[src/rtl/pid_chan.sv]
// rtl/pid_chan.sv - single-channel PID controller, three-stage sample pipeline with clamp and anti-windup
module pid_chan #(
  parameter int DW  = 14,
  parameter int KW  = 14,
  parameter int IW  = 32,
  parameter int PSR = 12,
  parameter int ISR = 18,
  parameter int DSR = 10
) (
  input  logic                 clk_i,
  input  logic                 rstn_i,
  input  logic signed [DW-1:0] dat_i,
  input  logic                 vld_i,
  input  logic signed [DW-1:0] set_i,
  input  logic signed [KW-1:0] kp_i,
  input  logic signed [KW-1:0] ki_i,
  input  logic signed [KW-1:0] kd_i,
  input  logic signed [DW-1:0] lim_hi_i,
  input  logic signed [DW-1:0] lim_lo_i,
  input  logic                 irst_i,
  input  logic                 ihold_i,
  output logic signed [DW-1:0] dat_o,
  output logic                 vld_o,
  output logic                 sat_hi_o,
  output logic                 sat_lo_o,
  output logic signed [IW-1:0] int_o
);

  // Error, error-difference, product and sum widths
  localparam int EW  = DW + 1;
  localparam int DEW = DW + 2;
  localparam int PW  = KW + EW;
  localparam int DPW = KW + DEW;
  localparam int SW  = IW + 2;

  // Symmetric integrator limits +/-(2^(IW-1)-1), held one bit wider than the accumulator
  localparam logic signed [IW:0] ACC_MAX = {2'b00, {(IW-1){1'b1}}};
  localparam logic signed [IW:0] ACC_MIN = {2'b11, {(IW-2){1'b0}}, 1'b1};

  // ---------------- S1: error and error difference ----------------
  logic signed [EW-1:0]  e_d, e_q, eprev_q;
  logic signed [DEW-1:0] de_d, de_q;
  logic                  v1_q;

  // Error against setpoint and difference against the previous sample's error
  always_comb begin
    e_d  = EW'(set_i) - EW'(dat_i);
    de_d = DEW'(e_d) - DEW'(eprev_q);
  end

  // S1 registers; e_prev is cleared by irst_i on every cycle, sample or not
  always_ff @(posedge clk_i or negedge rstn_i) begin
    if (!rstn_i) begin
      v1_q    <= 1'b0;
      e_q     <= '0;
      de_q    <= '0;
      eprev_q <= '0;
    end else begin
      v1_q <= vld_i;
      if (vld_i) begin
        e_q  <= e_d;
        de_q <= de_d;
      end
      if (irst_i) begin
        eprev_q <= '0;
      end else if (vld_i) begin
        eprev_q <= e_d;
      end
    end
  end

  // ---------------- S2: P, I, D terms and integrator ----------------
  logic signed [PW-1:0]  p_prod, kie;
  logic signed [DPW-1:0] d_prod;
  logic signed [IW:0]    acc_sum;
  logic signed [IW-1:0]  acc_sat, int_d, int_acc_q;
  logic signed [SW-1:0]  p_d, i_d, d_d, p_q, i_q, d_q;
  logic                  kie_pos, kie_neg, windup;
  logic                  v2_q;
  logic                  sat_hi_q, sat_lo_q;

  // Gain products, saturating accumulate and the anti-windup / hold / reset selection
  always_comb begin
    p_prod  = PW'(kp_i) * PW'(e_q);
    d_prod  = DPW'(kd_i) * DPW'(de_q);
    kie     = PW'(ki_i) * PW'(e_q);
    acc_sum = (IW+1)'(int_acc_q) + (IW+1)'(kie);

    if (acc_sum > ACC_MAX) begin
      acc_sat = ACC_MAX[IW-1:0];
    end else if (acc_sum < ACC_MIN) begin
      acc_sat = ACC_MIN[IW-1:0];
    end else begin
      acc_sat = acc_sum[IW-1:0];
    end

    // Only block accumulation that would push further into the active clamp
    kie_pos = !kie[PW-1] && (kie != '0);
    kie_neg = kie[PW-1];
    windup  = (sat_hi_q && kie_pos) || (sat_lo_q && kie_neg);

    int_d = int_acc_q;
    if (irst_i) begin
      int_d = '0;
    end else if (v1_q && !ihold_i && !windup) begin
      int_d = acc_sat;
    end

    // I is taken from the post-update accumulator of this very sample
    p_d = SW'(p_prod >>> PSR);
    d_d = SW'(d_prod >>> DSR);
    i_d = SW'(int_d >>> ISR);
  end

  // S2 registers; integrator follows int_d every cycle so irst_i acts without a sample
  always_ff @(posedge clk_i or negedge rstn_i) begin
    if (!rstn_i) begin
      v2_q      <= 1'b0;
      p_q       <= '0;
      i_q       <= '0;
      d_q       <= '0;
      int_acc_q <= '0;
    end else begin
      v2_q      <= v1_q;
      int_acc_q <= int_d;
      if (v1_q) begin
        p_q <= p_d;
        i_q <= i_d;
        d_q <= d_d;
      end
    end
  end

  // ---------------- S3: sum and clamp ----------------
  logic signed [SW-1:0] sum, hi_ext, lo_ext;
  logic                 over, under;
  logic signed [DW-1:0] dat_d, dat_q;
  logic                 sat_hi_d, sat_lo_d;
  logic                 vld_q;

  // Clamp high first, then low, so inverted limits resolve to lim_lo on overflow
  always_comb begin
    sum    = p_q + i_q + d_q;
    hi_ext = SW'(lim_hi_i);
    lo_ext = SW'(lim_lo_i);
    over   = sum > hi_ext;
    under  = over ? (lim_lo_i > lim_hi_i) : (sum < lo_ext);

    dat_d = sum[DW-1:0];
    if (under) begin
      dat_d = lim_lo_i;
    end else if (over) begin
      dat_d = lim_hi_i;
    end
    sat_hi_d = over && !under;
    sat_lo_d = under;
  end

  // Output registers hold between samples; vld_o is a one-cycle pulse
  always_ff @(posedge clk_i or negedge rstn_i) begin
    if (!rstn_i) begin
      vld_q    <= 1'b0;
      dat_q    <= '0;
      sat_hi_q <= 1'b0;
      sat_lo_q <= 1'b0;
    end else begin
      vld_q <= v2_q;
      if (v2_q) begin
        dat_q    <= dat_d;
        sat_hi_q <= sat_hi_d;
        sat_lo_q <= sat_lo_d;
      end
    end
  end

  assign dat_o    = dat_q;
  assign vld_o    = vld_q;
  assign sat_hi_o = sat_hi_q;
  assign sat_lo_o = sat_lo_q;
  assign int_o    = int_acc_q;

endmodule

[config.mk]
export PLATFORM = sky130hd
export DESIGN_NAME = pid_chan
export DESIGN_NICKNAME = d
export VERILOG_FILES = /design/src/rtl/pid_chan.sv
export SDC_FILE = /design/constraint.sdc
export NUM_CORES = 2
export LEC_CHECK = 0
export ABC_AREA = 1
export CAP_MARGIN = 40
export CORE_MARGIN = 2
export CORE_UTILIZATION = 55
export CTS_CLUSTER_SIZE = 24
export DETAILED_ROUTE_END_ITERATION = 6
export DONT_BUFFER_PORTS = 1
export PLACE_DENSITY = 0.72
export SYNTH_ARGS = -nofsm -noshare
export SYNTH_HDL_FRONTEND = slang
export SYNTH_SLANG_ARGS = --single-unit
[constraint.sdc]
create_clock -name clk_i -period 6.99 [get_ports clk_i]
set_input_delay 0.699 -clock clk_i [delete_from_list [all_inputs] [get_ports clk_i]]
set_output_delay 0.699 -clock clk_i [all_outputs]
set_load 0.02 [all_outputs]
# Word level (Yosys, flattened, before mapping)
# Index checks and enable logic that the tools add are counted.
[totals]
regBits = 148
wordCells = 50
[classes]
n_addsub = 5
multipliers = 3
n_lt_le_gt_ge = 5
mux = 9
reduce_logical = 14
[ops]
columns = ["cell", "n"]
rows = [
  ["$mux 32", 4],
  ["$mul 14x15->29", 2],
  ["$add 32x29->33", 1],
  ["$gt 33x32->1 const B", 1],
  ["$lt 33x32->1 const B", 1],
  ["$mul 14x16->30", 1],
  ["$mux 15", 2],
  ["$reduce_bool 29->1", 1],
  ["$mux 14", 2],
  ["$add 18x20->21", 1],
  ["$gt 21x14->1", 1],
  ["$lt 21x14->1", 1],
  ["$add 17x14->18", 1],
  ["$sub 15x15->16", 1],
  ["$sub 14x14->15", 1],
  ["$gt 14x14->1", 1],
  ["$logic_and 1x1->1", 6],
  ["$logic_not 1->1", 4],
  ["$reduce_bool 2->1", 2],
  ["$logic_or 1x1->1", 1],
  ["$mux 1", 1],
]

# Longest topological paths before layout
[depth]
depth_word = 9
ltp_mapped = 51
ltp_nobuf = 48

# Worst setup path before layout
# OpenSTA, ideal clock, no wires.
[synth_timing]
kind = "input -> register"
startpoint = "input ki_i[0]"
endpoint = "register int_acc_q[5] (netlist: int_o[5])"
arrival_time_ns = 7.378
required_ns = 6.913
slack_ns = -0.465
cell_stages = 40
cell_sequence = "clkbuf_1 > nand2_1 > inv_1 > ha_1 > inv_1 > fa_1 > inv_1 > fa_1 > fa_1 > fa_1 > inv_1 > fa_1 > inv_1 > ha_1 > nand2_1 > nor2_1 > inv_1 > nor3_1 > (+4 left out) > nand2_2 > ha_1 > nand2_1 > nor4_2 > nand2_1 > nand2_1 > nand2_1 > nand2_1 > nand2_1 > nor2_2 > nand2_1 > nor3_1 > nor2_1 > nand3_2 > buf_6 > buf_6 > nand2_1 > a21oi_1"
[synth_via]
elab_chain_cells = 8
elab_cells_between_ends = 17
[synth_lines]
columns = ["item", "line", "rtl"]
rows = [
  ["start: declaration", "16", "input logic signed [KW-1:0] ki_i,"],
  ["$mul 14x15->29 (*)", "86", "kie = PW'(ki_i) * PW'(e_q);"],
  ["branches (longest 7 deep; another with $add 32x29->33)", "-", ""],
  ["end signal: assignment", "125", "int_acc_q <= int_d;"],
  ["end: declaration", "76", "logic signed [IW-1:0] acc_sat, int_d, int_acc_q;"],
]
# Mark *: on every way between the ends. The select of a mux whose other input is x is not followed.
# A chain may end at the register's enable or synchronous reset.

# Final worst setup path
[layout_timing]
startpoint = "register e_q[9]"
endpoint = "register i_q[4]"
[layout_via]
elab_chain_cells = 9
elab_cells_between_ends = 16
[layout_lines]
columns = ["item", "line", "rtl"]
rows = [
  ["start: declaration", "41", "logic signed [EW-1:0] e_d, e_q, eprev_q;"],
  ["start signal: assignment", "55", "e_q <= '0;"],
  ["start signal: assignment", "61", "e_q <= e_d;"],
  ["$mul 14x15->29 (*)", "86", ""],
  ["branches (longest 6 deep; another with $add 32x29->33)", "-", ""],
  ["$mux 32 (*)", "105", "end else if (v1_q && !ihold_i && !windup) begin"],
  ["$mux 32 (*)", "103", "if (irst_i) begin"],
  ["end signal: assignment", "128", "i_q <= i_d;"],
  ["end: declaration", "77", "logic signed [SW-1:0] p_d, i_d, d_d, p_q, i_q, d_q;"],
]
# Marks and branches as above.

==> flow_summary.yaml <==
synthesis:
  synth_area_per_cell_sq_um: 7.46
  synth-seq-area-share_pct: 9.85
  synth_mux_area_share_pct: 0
  synth.most_common_cell: "nand2_1"
  yosysTopAreaCellShare_pct: 34.9
  yosys_most_used_dff: "dfrtp_1"
  syn_area_sq_mm: 0.0376
  synth_fa_ha_area_share_pct: 46.2
  synth_area_leader_cell: "fa_1"
  async_flop_share_pct: 100
  synth-warning-count: 0
  synth_common_cells: "1,439 x nand2_1, 1,343 x inv_1, 655 x fa_1, 341 x ha_1, 196 x a21oi_1"
  synth_top_family_by_area: "adder cells"
  synthDistinctLibCells: 49
  synth_fp_nets: 6138
  synth-seq-cells: 148
  synth-xor-area-share_pct: 2.59
  syn_inst: 5039
  synthTopCellsByArea: "fa_1 35%, nand2_1 14%, inv_1 13%, ha_1 11%, dfrtp_1 9.8%"
  synth_compound_area_share_pct: 6.01
  synth-edff-count: 0
  yosys.area_share.simple_pct: 20.2
critical_path:
  r2r-end: "i_q[4]"
  worst-path-max-fanout: 6
  rr_worst_depth: 47
  path_class: "reg2reg"
  end_kind: "register"
  worst-path-buf-inv: 12
  crit_path_start_kind: "register"
  crit_path_frequent_cell: "nand2_1"
  regToRegSetupSlack_ps: -610
  arrival_ps: 7970
  crit_family: "adder cells"
  crit_path_max_incr_delay_ps: 520
  slowest_stage: "fa_1"
  cp.depth: 47
  reg2reg_from: "e_q[9]"
  required_ps: 7350
sta:
  fin_crit_ps: 7600
  worst_slack_ps: -612
  fin_tns_setup_ps: -24370
  maxSlewViolCount: 0
  setup_viol: 46
  fmax_mhz: 132
  holdWs_ps: 142
  rsz0062_at_grt: "true"
  worst_slew_pin_slew_ps: 895
  skew_ps: 12.0
  max_slew_margin_pct: 40.1
  fin_crit_sh_pct: 109
  hold_violations: 0
cells_and_area:
  nets: 6320
  antenna-diode-count: 0
  syn2layout_area_growth_pct: 14.1
  nFillCells: 5928
  ff_latch_area_sq_mm: 0.00372
  final_util_pct: 63.7
  drive_gt1_share_pct: 13.9
  multi_input_area_sq_mm: 0.0299
drt:
  antenna_left: 0
  drcViolationCount: 0
  drt_iter0_markers: 2428
  first_pass_iters: 6
  via_count: 32007
  via_per_inst: 5.24
  finalWirelength_mm: 104
  wl_per_cell_um: 17.0
global_route:
  grt_use_total_pct: 30.8
  grt_max_degree: 149
  grt_pass1_wl_mm: 171
  overflow: 0
  first_global_vias: 33084
  antenna_found_initial: 1
place:
  place_congestion: 0.975
  place_ws_ps: -1000
  port_buffers: 0
  hpwl_mm: 86.3
cts:
  clock_path_buffers: 2
  root_buffer: "clkbuf_16"
  h-tree-depth: 4
  cts_tree: "yes"
  clock_latency_ps: 480
  cts.sinks: 148
  numCtsBuffers: 17
  clkTransAtPathRegs_ps: 70
floorplanning:
  core_area_sq_mm: 0.0674
  io_pins: 152
  rows: 95
  die_h_um: 265
  start_util_pct: 55.8
  die_area_sq_mm: 0.0705
  fp.dieW_um: 265
status:
  violations: "setup timing"
  status: "complete, but fails checks"
hold_path:
  hold_path_class: "in2async"
flow_run:
  cap_violations: 0
-- cell type report --
| type | count | area share (%) |
|---|---|---|
| Multi-Input combinational cell | 3394 | 69.6 |
| Inverter | 1346 | 11.8 |
| Sequential cell | 148 | 8.66 |
| Timing Repair Buffer | 314 | 6.12 |
| Tap cell | 873 | 2.55 |
| Clock buffer | 18 | 1.02 |
| Clock inverter | 14 | 0.265 |
-- placed cells by master (no fill, tap or decap), types with 22 or more instances in the layout --
cell and instances:
nor2_4 26, dfrtp_1 137, xor2_1 59, buf_4 278
nand2_1 1327, nand2_4 28, nor2_1 115, nor2_2 33
nand3_2 22, xnor2_1 48, a21oi_1 164, or2_2 25
a21oi_2 31, fa_1 646, ha_1 297, ha_4 44
o21ai_0 123, nand3_1 109, inv_2 29, nand2_2 92
o211ai_1 29, inv_1 1316, nand4_1 42
-- sequential cells by signal (all words and copies together) (netlist names) --
name      cells
dat_o        14
p_q          17
i_q          14
vld_o         1
int_o        32
eprev_q      15
de_q         16
d_q          20
sat_hi_o      1
e_q          15
sat_lo_o      1
v2_q          1
v1_q          1
-- metal layers --
metal | global-route usage, % | part of all wire [%]
met1 | 39.9 | 41
met2 | 53.1 | 49
met3 | 5.85 | 7.1
met4 | 8.18 | 2.9
met5 | 0 | 0.013
-- worst max-delay path by stage --
stage	start	endpoint	slack [ps]
after floorplan	ki_i[7]	int_o[5]	-40
after global placement	ki_i[2]	int_o[0]	-1030
after detailed placement	ki_i[2]	int_o[1]	-1000
after CTS	e_q[14]	int_o[26]	-590
after global routing	e_q[12]	i_q[4]	-960
final	e_q[9]	i_q[4]	-610
-- what timing repair did --
item                       in CTS  in global routing
cloned                          5                  1
pin swaps                      75                 72
setup buffers                  26                 17
setup endpoints to repair      46                 46
hold endpoints to repair      148                  0
hold buffers                    1                  0
gates resized for setup       157                150
-- cells by family after synthesis --
family / count (synthesis)
AO/OA/AOI/OAI: 410
adder cells (fa/ha/maj): 996
AND/OR/NAND/NOR: 1876
flip-flops: 148
XOR/XNOR: 111
buffers and inverters: 1498
-- metrics by stage --
step,cells,instance area [sq um]
6_report,6107,42900
5_1_grt,6107,42900
4_1_cts,6090,42300
3_5_place_dp,6026,40800
3_3_place_gp,6024,40700
2_1_floorplan,5039,38300
Power is left out: the tool's default activity adds up to more than one toggle a clock period on the data nets, which glitch-free logic cannot reach.
